File: config.mk
export PLATFORM = sky130hd
export DESIGN_NAME = debounce_toggle_gen
export DESIGN_NICKNAME = d
export VERILOG_FILES = /design/src/rtl/debounce_toggle_gen_pkg.sv /design/src/rtl/debounce_toggle_gen_sync_chain.sv /design/src/rtl/debounce_toggle_gen.sv
export SDC_FILE = /design/constraint.sdc
export NUM_CORES = 1
export LEC_CHECK = 0
export ABC_CLOCK_PERIOD_IN_PS = 1700
export CAP_MARGIN = 30
export CORE_MARGIN = 5
export CORE_UTILIZATION = 40
export DETAILED_ROUTE_END_ITERATION = 16
export PLACE_DENSITY_LB_ADDON = 0.15
export SLEW_MARGIN = 20
export SYNTH_ARGS = -nofsm -noshare
export SYNTH_HDL_FRONTEND = slang
export SYNTH_HIERARCHICAL = 1
export SYNTH_SLANG_ARGS = --single-unit
File: constraint.sdc
create_clock -name clk -period 1.7 [get_ports clk]
set_input_delay 0.34 -clock clk [delete_from_list [all_inputs] [get_ports clk]]
set_output_delay 0.34 -clock clk [all_outputs]
set_load 0.005 [all_outputs]
File: src/rtl/debounce_toggle_gen_pkg.sv
// Shared types for the button debounce / toggle-request generator.
// State encoding is fixed so other blocks can decode a registered state if needed.
package debounce_toggle_gen_pkg;

    typedef enum logic [1:0] {
        ST_IDLE         = 2'd0,
        ST_PRESS_WAIT   = 2'd1,
        ST_PRESSED      = 2'd2,
        ST_RELEASE_WAIT = 2'd3
    } state_e;

endpackage

File: src/rtl/debounce_toggle_gen_sync_chain.sv
// Multi-flop synchronizer for a single asynchronous level input.
// Reusable for any async control input; q is the oldest stage.
module sync_chain #(
    parameter int STAGES = 2
) (
    input  logic clk,
    input  logic rst,
    input  logic d,
    output logic q
);

    logic [STAGES-1:0] r_sync;

    always_ff @(posedge clk or posedge rst) begin
        if (rst) r_sync <= '0;
        else     r_sync <= {r_sync[STAGES-2:0], d};
    end

    assign q = r_sync[STAGES-1];

endmodule

File: src/rtl/debounce_toggle_gen.sv
// Turns a raw bouncing button into a single-cycle toggle request (T) plus a
// clean debounced level; one accepted press gives exactly one T pulse.
module debounce_toggle_gen
    import debounce_toggle_gen_pkg::*;
#(
    parameter int SYNC_STAGES      = 2,
    parameter int DEBOUNCE_CYCLES  = 4,
    parameter bit PULSE_ON_RELEASE = 1'b0
) (
    input  logic clk,
    input  logic rst,
    input  logic btn_in,
    output logic T,
    output logic level,
    output logic busy
);

    localparam int              CNT_W   = $clog2(DEBOUNCE_CYCLES + 1);
    localparam logic [CNT_W-1:0] CNT_MAX = CNT_W'(DEBOUNCE_CYCLES);
    localparam logic [CNT_W-1:0] CNT_ONE = CNT_W'(1);

    logic             w_sync;
    state_e           r_state, w_state_nxt;
    logic [CNT_W-1:0] r_cnt, w_cnt_nxt;
    logic             r_t, w_t_nxt;
    logic             r_level, w_level_nxt;

    sync_chain #(.STAGES(SYNC_STAGES)) u_sync (
        .clk (clk),
        .rst (rst),
        .d   (btn_in),
        .q   (w_sync)
    );

    always_ff @(posedge clk or posedge rst) begin
        if (rst) begin
            r_state <= ST_IDLE;
            r_cnt   <= '0;
            r_t     <= 1'b0;
            r_level <= 1'b0;
        end else begin
            r_state <= w_state_nxt;
            r_cnt   <= w_cnt_nxt;
            r_t     <= w_t_nxt;
            r_level <= w_level_nxt;
        end
    end

    // cnt counts consecutive samples at the candidate level; acceptance happens
    // on the sample that finds it already at DEBOUNCE_CYCLES, so it never wraps.
    always_comb begin
        w_state_nxt = r_state;
        w_cnt_nxt   = r_cnt;
        w_t_nxt     = 1'b0;
        w_level_nxt = r_level;
        case (r_state)
            ST_IDLE: begin
                w_level_nxt = 1'b0;
                if (w_sync) begin
                    w_state_nxt = ST_PRESS_WAIT;
                    w_cnt_nxt   = CNT_ONE;
                end else begin
                    w_cnt_nxt   = '0;
                end
            end
            ST_PRESS_WAIT: begin
                if (!w_sync) begin
                    w_state_nxt = ST_IDLE;
                    w_cnt_nxt   = '0;
                end else if (r_cnt == CNT_MAX) begin
                    w_state_nxt = ST_PRESSED;
                    w_cnt_nxt   = '0;
                    w_level_nxt = 1'b1;
                    w_t_nxt     = 1'b1;
                end else begin
                    w_cnt_nxt   = r_cnt + CNT_ONE;
                end
            end
            ST_PRESSED: begin
                w_level_nxt = 1'b1;
                if (!w_sync) begin
                    w_state_nxt = ST_RELEASE_WAIT;
                    w_cnt_nxt   = CNT_ONE;
                end else begin
                    w_cnt_nxt   = '0;
                end
            end
            ST_RELEASE_WAIT: begin
                if (w_sync) begin
                    w_state_nxt = ST_PRESSED;
                    w_cnt_nxt   = '0;
                end else if (r_cnt == CNT_MAX) begin
                    w_state_nxt = ST_IDLE;
                    w_cnt_nxt   = '0;
                    w_level_nxt = 1'b0;
                    w_t_nxt     = PULSE_ON_RELEASE;
                end else begin
                    w_cnt_nxt   = r_cnt + CNT_ONE;
                end
            end
            default: begin
                w_state_nxt = ST_IDLE;
                w_cnt_nxt   = '0;
                w_level_nxt = 1'b0;
            end
        endcase
    end

    assign T     = r_t;
    assign level = r_level;
    assign busy  = (r_state == ST_PRESS_WAIT) | (r_state == ST_RELEASE_WAIT);

endmodule

==> impl_results.md, run 1 <==
* CP Data Required Time at 1.36 ns
* Worst VDD drop at around 1.0 mV
* All-Layer GR Usage at 12.7%
* Power per cell area at 1820 mW/mm2
* Initial antenna violation count at 0
* Yosys cell types at 24
* Max-slew headroom at 71.6%
* Final Non-Filler Cells at slightly below 90
* Synth Register Bits at 9
* Pin count of the biggest net entering global routing at 8
* # hold bufs at CTS at 0
* IO Pins at 6
* Final Cycle Share at a little over nine tenths
* Mapped Nets at 66
* Clock transition at path regs at around 0.06 ns
* Gate Count Post-Synth at between 50 and 60
* CTS H-tree lvls at 1
* Die Area at between 0.002 and 0.0025 mm2
* Syn Area/Cell at between 9 and 10 um2
* Post-route setup TNS at 0 ns
* Overflow after GRT at 0
* Crit path launch type: flop
* Vias in the first global route at about 430
* CP Class: reg2out
* Synthesized area at approximately 550 um2
* Die extent in x at between 40 and 50 um
* Worst Tran Pin Value at roughly 0.42 ns
* DP Wirelength at approximately 800 um
* Antenna Nets Post-Route at 0
* Clk root buf: clkbuf_4
* Final core utilization at a little under three fifths
* Die H at around 47 um
* Drt wl/cell at 13.6 um
* Unrepaired setup endpoints after global routing: no
* Share of cells above drive strength 1 at 31.9%
* DRC Markers at 0
* Clock Latency Late Sink at 0.26 ns
* Final WL at ~1200 um
* WP data arrival at ~1.3 ns
* Final-stage net count at 83
* Max FO, Critical Path at 3
* Row cnt at 13
* Vias per cell at 5.29
* N_diodes at 0
* Leak at ~0.34 nW
* Setup violators final at 0
* First-pass DRT Iterations at 4
* Status: finished, final reports clean
* Final GP Congestion at ~0.85
* CTS tree: built
* # placed instances at 80
* Final Max Slew Viols at 0
* Final hold vios at 0
* Maximum clock frequency at roughly 610 MHz
* Min-delay worst type: in2async
* Clock sinks at 9
* Final min period at about 1.6 ns
* YS warnings at 6
* Port Buffers at 5
* Synthesis-to-finish area growth at 33.1%
* Worst Skew at 0.00533 ns
* Clock Path Buffers at 2
* Initial DRC Count at 3
* Via count at 460
* Area of the core at 0.00130 mm2
* MaxCap Viol Count at 0
* First-pass GRT wire length at 1940 um
* Cts bufs inserted at 3
* Crit. End Element: output pin
* Initial Utilization at 42.4%
* FILL cells at around 120
* Sequential share of the synthesized area at 40.8%
layer usage:
metal  global-route usage, %  vias to the layer above  part of all wire [%]
li1                        -                      223                     -
met2                    21.4                        8                    53
met5                       0                        -                     0
met3                    5.75                        0                   4.2
met1                    15.2                      229                    43
met4                    1.66                        0                     0
power by group:
group | switching (mW) | total, mW | internal [mW]
Combinational | 0.402 | 0.828 | 0.426
Clock | 0.0704 | 0.161 | 0.0902
Sequential | 0.0665 | 0.348 | 0.282
layout make-up:
type | instances | area, um2 | share of cell area [%]
timing repair buffer | 13 | 109 | 14.8
tap | 15 | 18.8 | 2.56
inverter | 10 | 37.5 | 5.11
sequential | 9 | 228 | 31.0
clock buffer | 4 | 26.3 | 3.58
multi-input combinational | 36 | 315 | 42.9
cells by family (layout without fill, tap and decap cells):
family                     count (synthesis)  after routing  share of synthesized area (%)
AOI/OAI and AO/OA                         14             14                           18.1
and+or+nand+nor                           12             12                           10.2
buffers and inverters                     11             27                           8.84
DFF                                        9              9                           40.8
adders and majority gates                  7              7                           15.9
muxes                                      2              2                           4.53
xor gates and xnor gates                   1              1                           1.59
final timing paths:
path	from	to	slack [ns]	depth (start not counted)
setup / recovery	r_state[0]$_DFFE_PP0P_	busy	0.07	4
setup reg to reg	flop	r_state[0]$_DFFE_PP0P_	0.08	6
min in group clk	u_sync/r_sync[0]$_DFF_PP0_	u_sync/r_sync[1]$_DFF_PP0_	0.35	0
hold / removal	rst	u_sync/r_sync[1]$_DFF_PP0_	0.25	2
hold reg to reg	u_sync/r_sync[0]$_DFF_PP0_	u_sync/r_sync[1]$_DFF_PP0_	0.35	0
max in group asynchronous	rst	r_state[0]$_DFFE_PP0P_	1.11	2
repair_timing:
action	4_1_cts	5_1_grt
pin swaps	1	1
buffers inserted	3	0
endpoints found under the hold margin	0	0
resized for setup	7	5
endpoints found under the setup margin	1	3
per-stage QoR:
stage               setup WS (ns)  hold WS, ns  cell area [um2]  power, mW
finish                     0.0715        0.253              734       1.34
detailed placement         0.0212        0.348              647       1.01
global placement           0.0599        0.336              647       1.02
global route              0.00945        0.267              734       1.45
floorplan                   0.227       0.0812              552      0.779
CTS                        0.0116        0.249              722       1.27
cell usage after synthesis, drive strengths merged:
cell type | instances | area [um2]
nor3b | 1 | 7.51
o22ai | 2 | 12.5
xnor2 | 1 | 8.76
o31ai | 1 | 7.51
a21o | 1 | 15.0
a211oi | 1 | 7.51
a31oi | 1 | 6.26
nor3 | 1 | 5.00
mux2 | 1 | 11.3
ha | 7 | 87.6
inv | 10 | 37.5
nor2 | 2 | 7.51
a22o | 1 | 8.76
a21oi | 3 | 18.8
o21ai | 3 | 15.0
nand2b | 1 | 6.26
nand2 | 5 | 18.8
nand3 | 1 | 5.00
nor4 | 1 | 6.26
a32oi | 1 | 8.76
buf | 1 | 11.3
mux2i | 1 | 13.8
dfrtp | 9 | 225
cells in the final DEF (no fill, tap or decap), drive strengths merged, types with 2 or more instances in the layout:
master          n
clkbuf          4
clkdlybuf4s50   4
a21oi           3
nand2           5
o21ai           3
o22ai           2
ha              7
inv            10
buf             8
nor2            2
dfrtp           9
critical path, cell delays in order, from the launching register on:
cell	delay, ns
dfrtp_2	0.45
ha_4	0.19
nor2_4	0.11
inv_1	0.04
dlygate4sd2_1	0.25
Power figures use the tool's default switching activity.
==> run 2: changes to the inputs <==
--- a/config.mk
+++ b/config.mk
@@ -9,6 +9,7 @@
 export CAP_MARGIN = 30
 export CORE_MARGIN = 5
 export CORE_UTILIZATION = 40
+export CTS_CLUSTER_SIZE = 10
 export DETAILED_ROUTE_END_ITERATION = 16
 export PLACE_DENSITY_LB_ADDON = 0.15
 export SLEW_MARGIN = 20
==> results of run 2 <==
Final layout, timing and power as in run 1 (identical DEF).
==> run 3: changes to the inputs <==
--- a/config.mk
+++ b/config.mk
@@ -8,7 +8,7 @@
 export ABC_CLOCK_PERIOD_IN_PS = 1700
 export CAP_MARGIN = 30
 export CORE_MARGIN = 5
-export CORE_UTILIZATION = 40
+export CORE_UTILIZATION = 38
 export CTS_CLUSTER_SIZE = 10
 export DETAILED_ROUTE_END_ITERATION = 16
 export PLACE_DENSITY_LB_ADDON = 0.15
==> run 3 against run 2 <==
Die area rose by 4.1%. Sequential power barely moved. Sequential share of layout area rose by 0.43 points. Combinational power fell by 7.7%. Non-clock buffer count did not move. Routed wire length fell by 13%. Critical path type unchanged. Largest cell class unchanged. Highest routed layer is now met4.
==> impl_results.md, run 3 (synthesis gave the netlist of run 1 again) <==
* Final WL at just over 1000 um
* Combinational share of power at about three fifths
* DRC Markers at 0
* Drt wl/cell at between 10 and 15 um
* Port Buffers at 5
* Worst path cell trace: ha_4 > nor2_2 > inv_1 > dlygate4sd2_1
* Worst Tran Pin Value at approximately 0.3 ns
* Worst VDD drop at slightly above 1 mV
* Final GP Congestion at between 0.8 and 0.9
* Area of the core at roughly 0.0013 mm2
* Vias per cell at 5.08
* Clock transition at path regs at roughly 0.060 ns
* Final-stage net count at 83
* Sequential Power Share at 27.2%
* Slowest stage delay, CP at between 0.4 and 0.5 ns
* MaxCap Viol Count at 0
* Share of cells above drive strength 1 at around 29%
* Clock Path Buffers at 2
* Final Cycle Share at 95.9%
* Overflow after GRT at 0
* Pin count of the biggest net entering global routing at 8
* Die Area at approximately 0.0023 mm2
* Vias in the first global route at 423
* Max FO, Critical Path at 3
* Final min period at ~1.6 ns
* Power per cell area at ~1800 mW/mm2
* Int Pwr at around 0.78 mW
* Clock power frac at 12.9%
* Psw at approximately 0.5 mW
* Setup violators final at 0
* Clock Latency Late Sink at approximately 0.26 ns
* Crit path max-delay family: flip-flops
* Initial antenna violation count at 0
* Via count at between 400 and 500
* Status: finished, final reports clean
* Crit. End Element: output pin
* CTS H-tree lvls at 1
* CP Class: reg2out
* Leak at 0.337 nW
* # placed instances at 80
* Unrepaired setup endpoints after global routing: no
* # hold bufs at CTS at 0
* Most frequent cells in the layout: 9 x inv_1, 8 x buf_4, 7 x dfrtp_1
* FILL cells at between 100 and 150
* Crit path launch type: flop
* Worst Skew at 0.00251 ns
* Maximum clock frequency at just over 600 MHz
* DP Wirelength at slightly below 800 um
* First-pass GRT wire length at about 1700 um
* CP Data Required Time at 1.36 ns
* Die H at 48.1 um
* N_diodes at 0
* Synthesis-to-finish area growth at 31.3%
* Worst path bufs/invs at 2
* Die extent in x at 48.1 um
* Initial Utilization at 41.4%
* Max-slew headroom at between 70% and 80%
* IO Pins at 6
* Final Max Slew Viols at 0
* Clk root buf: clkbuf_4
* First-pass DRT Iterations at 3
* Post-route setup TNS at 0 ns
* Sw frac at between 30% and 40%
* Final hold vios at 0
* Initial DRC Count at 9
* Final Non-Filler Cells at 87
* Clock sinks at 9
* Antenna Nets Post-Route at 0
* CP max-delay cell: dfrtp_2
* Min-delay worst type: in2async
* Most common cell after layout, fill and taps aside: inv_1
* Row cnt at 13
* WP data arrival at roughly 1.3 ns
* All-Layer GR Usage at between 10% and 20%
* CTS tree: built
* Cts bufs inserted at 3
run 3: cell types whose count changed in the layout (fill, tap and decap cells not counted):
cell      change
inv_1         +1
a211oi_1      +1
a211oi_2      -1
nor2_2        +1
inv_2         -1
nor2_4        -1
run 3: final timing paths:
check	from	endpoint	slack, ns	cells past startpoint
min reg2reg	u_sync/r_sync[0]$_DFF_PP0_	u_sync/r_sync[1]$_DFF_PP0_	0.36	0
min in group clk	u_sync/r_sync[0]$_DFF_PP0_	u_sync/r_sync[1]$_DFF_PP0_	0.36	0
min	rst	u_sync/r_sync[1]$_DFF_PP0_	0.25	2
max reg2reg	r_state[0]$_DFFE_PP0P_	r_state[0]$_DFFE_PP0P_	0.16	7
max	r_state[0]$_DFFE_PP0P_	busy	0.07	4
max in group asynchronous	rst	asynchronous set/reset pin	1.11	2
run 3: power groups by stage:
stage                     clock network [mW]  registers (mW)  logic [mW]
final                                  0.164           0.348       0.764
after global routing                   0.182           0.356       0.854
after detailed placement                   0           0.332       0.684
after global placement                     0           0.331       0.689
after floorplan                            0           0.329       0.450
after CTS                              0.170           0.343       0.762
run 3: timing repair:
item / 4_1_cts / 5_1_grt
endpoints found under the setup margin: 1 / 1
gates resized for setup: 7 / 2
pin swaps: 1 / 0
setup buffers: 3 / 0
run 3: metrics by stage:
stage | setup WS [ns] | instance area (um2) | hold WS [ns] | utilization (%) | power [mW]
after global routing | 0.000281 | 724 | 0.259 | 54.3 | 1.39
after floorplan | 0.227 | 552 | 0.0812 | - | 0.779
after CTS | 0.0109 | 722 | 0.250 | 54.1 | 1.28
after detailed placement | 0.0105 | 647 | 0.343 | 48.5 | 1.02
final | 0.0702 | 724 | 0.255 | 54.3 | 1.28
after global placement | 0.0516 | 647 | 0.336 | 48.5 | 1.02
run 3: area by class of cell:
type                            count  area, um2  area share (%)
Clock buffer                        4       26.3            3.63
Timing Repair Buffer               13        109            15.0
Multi-Input combinational cell     36        305            42.1
Inverter                           10       37.5            5.18
Sequential cell                     9        228            31.4
Tap cell                           15       18.8            2.59
run 3: routing by layer:
metal	global-route usage (%)	part of all wire (%)
met5	0	0
met4	1.61	1.8
met3	8.12	8.3
met2	18.5	45
met1	11.9	45
